## src/rtl/io_timer_if.sv

```systemverilog
// ============================================================================
// Module   : io_timer_if
// Purpose  : Per-device bridge port (Addr/WE/Din/Dout) plus IRQ for io_timer.
// Revision : 1.0
// ============================================================================
`default_nettype none

interface io_timer_if;
    logic [31:0] Addr;
    logic        WE;
    logic [31:0] Din;
    logic [31:0] Dout;
    logic        IRQ;

    modport master (
        output Addr,
        output WE,
        output Din,
        input  Dout,
        input  IRQ
    );

    modport slave (
        input  Addr,
        input  WE,
        input  Din,
        output Dout,
        output IRQ
    );
endinterface

`default_nettype wire

```

## src/rtl/io_timer.sv

```systemverilog
// ============================================================================
// Module   : io_timer
// Purpose  : Memory-mapped 32-bit down-counting timer, one-shot or periodic.
// Revision : 1.0
// ============================================================================
`default_nettype none

module io_timer (
    input  wire logic  clk,
    input  wire logic  reset,
    io_timer_if.slave  bus
);

    localparam logic [1:0] c_OFF_CTRL   = 2'b00;
    localparam logic [1:0] c_OFF_PRESET = 2'b01;
    localparam logic [1:0] c_OFF_COUNT  = 2'b10;
    localparam logic [1:0] c_MODE_PER   = 2'b01;

    typedef enum logic [1:0] {
        S_IDLE = 2'd0,
        S_LOAD = 2'd1,
        S_CNT  = 2'd2,
        S_INT  = 2'd3
    } state_t;

    state_t      state_q;
    logic [3:0]  ctrl_q;
    logic [3:0]  ctrl_d;
    logic [31:0] preset_q;
    logic [31:0] count_q;
    logic        pend_q;
    logic        pend_d;
    logic [31:0] w_dout;

    wire logic w_wr_ctrl   = bus.WE && (bus.Addr[3:2] == c_OFF_CTRL);
    wire logic w_wr_preset = bus.WE && (bus.Addr[3:2] == c_OFF_PRESET);
    wire logic w_enable    = ctrl_q[0];
    wire logic w_periodic  = (ctrl_q[2:1] == c_MODE_PER);
    wire logic w_expire    = (state_q == S_CNT) && w_enable && (count_q <= 32'd1);
    wire logic w_unused    = &{1'b0, bus.Addr[31:4], bus.Addr[1:0]};

    // Priority: CPU write beats one-shot auto-disable; expiry set beats write-clear.
    always_comb begin
        ctrl_d = ctrl_q;
        if ((state_q == S_INT) && !w_periodic) begin
            ctrl_d[0] = 1'b0;
        end
        if (w_wr_ctrl) begin
            ctrl_d = bus.Din[3:0];
        end

        pend_d = pend_q;
        if ((state_q == S_INT) && w_periodic) begin
            pend_d = 1'b0;
        end
        if (w_wr_ctrl) begin
            pend_d = 1'b0;
        end
        if (w_expire) begin
            pend_d = 1'b1;
        end
    end

    always_ff @(posedge clk or posedge reset) begin
        if (reset) begin
            state_q  <= S_IDLE;
            ctrl_q   <= 4'd0;
            preset_q <= 32'd0;
            count_q  <= 32'd0;
            pend_q   <= 1'b0;
        end else begin
            ctrl_q <= ctrl_d;
            pend_q <= pend_d;
            if (w_wr_preset) begin
                preset_q <= bus.Din;
            end

            case (state_q)
                S_IDLE: begin
                    if (w_enable) begin
                        state_q <= S_LOAD;
                    end
                end
                S_LOAD: begin
                    count_q <= preset_q;
                    state_q <= S_CNT;
                end
                S_CNT: begin
                    if (!w_enable) begin
                        state_q <= S_IDLE;
                    end else if (count_q > 32'd1) begin
                        count_q <= count_q - 32'd1;
                    end else begin
                        count_q <= 32'd0;
                        state_q <= S_INT;
                    end
                end
                S_INT: begin
                    state_q <= S_IDLE;
                end
                default: begin
                    state_q <= S_IDLE;
                end
            endcase
        end
    end

    always_comb begin
        w_dout = 32'd0;
        case (bus.Addr[3:2])
            c_OFF_CTRL:   w_dout = {28'd0, ctrl_q};
            c_OFF_PRESET: w_dout = preset_q;
            c_OFF_COUNT:  w_dout = count_q;
            default:      w_dout = 32'd0;
        endcase
    end

    assign bus.Dout = w_dout;
    assign bus.IRQ  = ctrl_q[3] & pend_q;

endmodule

`default_nettype wire

```

## src/flat_wrapper.sv

```systemverilog
// flat-port wrapper written by rule: the top's interface ports become plain ports
module io_timer_flat 
  (clk, reset, bus_Addr, bus_WE, bus_Din, bus_Dout, bus_IRQ);
  io_timer_if bus_i ();
  input  wire logic clk;
  input  wire logic reset;
  input wire logic [$bits(bus_i.Addr)-1:0] bus_Addr;
  input wire logic [$bits(bus_i.WE)-1:0] bus_WE;
  input wire logic [$bits(bus_i.Din)-1:0] bus_Din;
  output wire logic [$bits(bus_i.Dout)-1:0] bus_Dout;
  output wire logic [$bits(bus_i.IRQ)-1:0] bus_IRQ;
  assign bus_i.Addr = bus_Addr;
  assign bus_i.WE = bus_WE;
  assign bus_i.Din = bus_Din;
  assign bus_Dout = bus_i.Dout;
  assign bus_IRQ = bus_i.IRQ;
  io_timer u_core (.clk(clk), .reset(reset), .bus(bus_i));
endmodule
```

## config.mk

```make
export PLATFORM = sky130hd
export DESIGN_NAME = io_timer_flat
export DESIGN_NICKNAME = d
export VERILOG_FILES = /design/src/rtl/io_timer_if.sv /design/src/rtl/io_timer.sv /design/src/flat_wrapper.sv
export SDC_FILE = /design/constraint.sdc
export NUM_CORES = 1
export LEC_CHECK = 0
export CAP_MARGIN = 10
export CORE_MARGIN = 10
export CORE_UTILIZATION = 45
export CTS_BUF_LIST = sky130_fd_sc_hd__clkbuf_16
export DETAILED_ROUTE_END_ITERATION = 16
export PLACE_DENSITY = 0.78
export REMOVE_ABC_BUFFERS = 1
export SYNTH_ARGS = -nofsm -noshare
export SYNTH_HDL_FRONTEND = slang
export SYNTH_SLANG_ARGS = --single-unit
```

## constraint.sdc

```tcl
create_clock -name clk -period 5.98 [get_ports clk]
set_input_delay 0.897 -clock clk [delete_from_list [all_inputs] [get_ports clk]]
set_output_delay 0.897 -clock clk [all_outputs]
set_load 0.05 [all_outputs]
```

==> flow_summary.toml <==
[power_and_ir_drop]
p_leak_nw = 1.98
ir_worst_vdd_mv = 0.210
p_per_area_nw_per_um2 = 448

[synth]
synthFlopType = "dfrtp_1"
synth_enable_flop_cells = 0
synth_area_um2 = 3990
synth-seq-cells = 71
avgSynthCellArea_um2 = 10.2
yosys.cell_types.count = 51
ys_warn_count = 0
synth_top_area_frac = 0.446
syn_inst = 390
synth_area_leader_cell = "dfrtp_1"
async_flop_share = 1.00
seq_area_frac_synth = 0.446
synth_most_common_cell = "dfrtp_1"
synthTopCellsByArea = "dfrtp_1 (45%), mux2_2 (9.9%), a22o_1 (6.4%)"
synth_commonest_cells = "dfrtp_1 (71), mux2_2 (35), nand2_1 (30)"

[worst_setup_path]
critical_path_class = "input port to output pin"
critPathRequiredTime_ps = 5080
crit_fanout = 19
cp.arrival_ps = 3450
end_kind = "output pin"
startpoint_type = "input port"

[route]
first_pass_iters = 6
drt-initial-drc-count = 341
wl_per_cell_um = 19.2
avgViaCountPerCell = 6.40
wl_um = 10700
ant_nets = 0
drc_errors = 0
wl_met2_um = 5190
wl_met3_um = 854
num_vias = 3583
wl_met1_um = 4530
top_layer = "met4"

[global_routing]
grt_pass1_vias = 3673
antenna_found_initial = 0
grt_remaining_overflow = 0
grt_max_degree = 72
grt_usage = 0.170
grt_pass1_wl_um = 18400

[run]
maxCapViolCount = 0

[floorplanning]
die_h_um = 114
start_util = 0.459
rows = 34
io_pins = 100
coreArea_um2 = 8680
die_area_um2 = 13000
die_w_um = 114

[sta]
slew_headroom = 0.285
setup_viol = 0
fin_skew_ps = 7.23
setup_tns_ps = 0
tightest_slew_ps = 1060
maxSlewViolCount = 0
period_share = 0.727
finalHoldViolCount = 0
fmax_mhz = 230
rsz0062_at_grt = "false"
finalCriticalPeriod_ps = 4350
fin_ws_ps = 1630

[clock_tree]
clock_sinks = 71
cts_buffer_depth = 2
numCtsBuffers = 9
h-tree-depth = 3
post_cts_buffers = 0
cts_tree = "done"
clk-insertion-delay-late_ps = 330
cts_root_buf = "clkbuf_16"
cts_hold_buf = 0
post_cts_resized = 0
clk_pin_slew_ps = 50

[cells_and_area]
area_growth_pct = 26.6
final_nets = 516
num-fill-cells = 757
drive_above_1_share = 0.155
antenna_cells = 0

[run_status]
outcome = "finished clean"

[place]
place_congestion = 0.918
pre_cts_slack_ps = 1630
portBuffers = 69
dpl.hpwl_um = 7510

[hold_path]
hold_path.class = "flop to flop"
[layout by cell type, fill, tap and decap left out, types with 9 or more instances in the layout]
cell	netlist	layout
o311ai_0	9	9
dfrtp_1	71	71
or3_1	9	9
nand2_1	30	30
mux2_2	35	35
a22oi_1	12	12
o211ai_1	15	15
nand3_1	18	18
nor2_1	10	10
or4_1	9	9
clkdlybuf4s50_1	0	69
clkbuf_16	0	9
a22o_1	29	29
o21ai_0	15	15
buf_4	0	9
[logic make-up after synthesis]
logic type | count (synthesis) | share of synthesized area
fa+ha+maj | 2 | 0.00628
flops | 71 | 0.446
simple gates | 123 | 0.172
compound gates | 116 | 0.228
buf+inv | 38 | 0.0367
mux | 40 | 0.111
[stage by stage]
stage	cells	hold slack [ps]	cell area (µm²)	util	power, W
detailed placement	544	502	4760	0.549	0.00175
global placement	544	500	4760	0.549	0.00172
CTS	560	515	5040	0.581	0.00227
floorplan	358	466	3860	-	0.00145
finish	560	518	5040	0.581	0.00226
global route	560	544	5040	0.581	0.00241
[registers in the layout (all words and copies together), names as in the netlist]
signal	count
u_core.ctrl_q	4
u_core.pend_q	1
u_core.state_q	2
u_core.count_q	32
u_core.preset_q	32
[path summary, 6_finish.rpt]
kind,depth (start not counted),slack (ps),endpoint,start
min,2,520,u_core.count_q[7]$_DFFE_PP0P_,u_core.preset_q[7]$_DFFE_PP0P_
max,5,1630,bus_Dout[16],bus_Addr[2]
min in group asynchronous,3,1150,u_core.preset_q[12]$_DFFE_PP0P_,reset
max reg2reg,5,2600,u_core.count_q[21]$_DFFE_PP0P_,u_core.count_q[4]$_DFFE_PP0P_
max in group asynchronous,3,4240,u_core.count_q[22]$_DFFE_PP0P_,reset
min reg2reg,2,520,u_core.count_q[7]$_DFFE_PP0P_,u_core.preset_q[7]$_DFFE_PP0P_
[cell type report]
| cell class | instances | area (µm²) | area share |
|---|---|---|---|
| Tap cell | 108 | 135 | 0.0268 |
| Clock inverter | 7 | 56.3 | 0.0112 |
| Inverter | 6 | 22.5 | 0.00446 |
| Multi-Input combinational cell | 281 | 2070 | 0.410 |
| Clock buffer | 9 | 225 | 0.0446 |
| Sequential cell | 71 | 1780 | 0.352 |
| Timing Repair Buffer | 78 | 758 | 0.150 |
[critical path, cell delays in order]
cell,delay [ps]
clkdlybuf4s50_1,590
nor2b_2,580
buf_4,360
a22o_1,200
clkdlybuf4s50_1,810
[power by group]
part           internal (W)  switching (W)
clock              0.000316       0.000188
sequential         0.000644       0.000209
combinational      0.000376       0.000528
total               0.00134       0.000926
[metal layers]
metal / vias up / track usage
met1: 1760 / 0.220
met3: 19 / 0.0451
met2: 162 / 0.268
li1: 1642 / -
met5: - / 0
met4: 0 / 0.0568
Note: power is estimated with default switching activity, not from simulation.
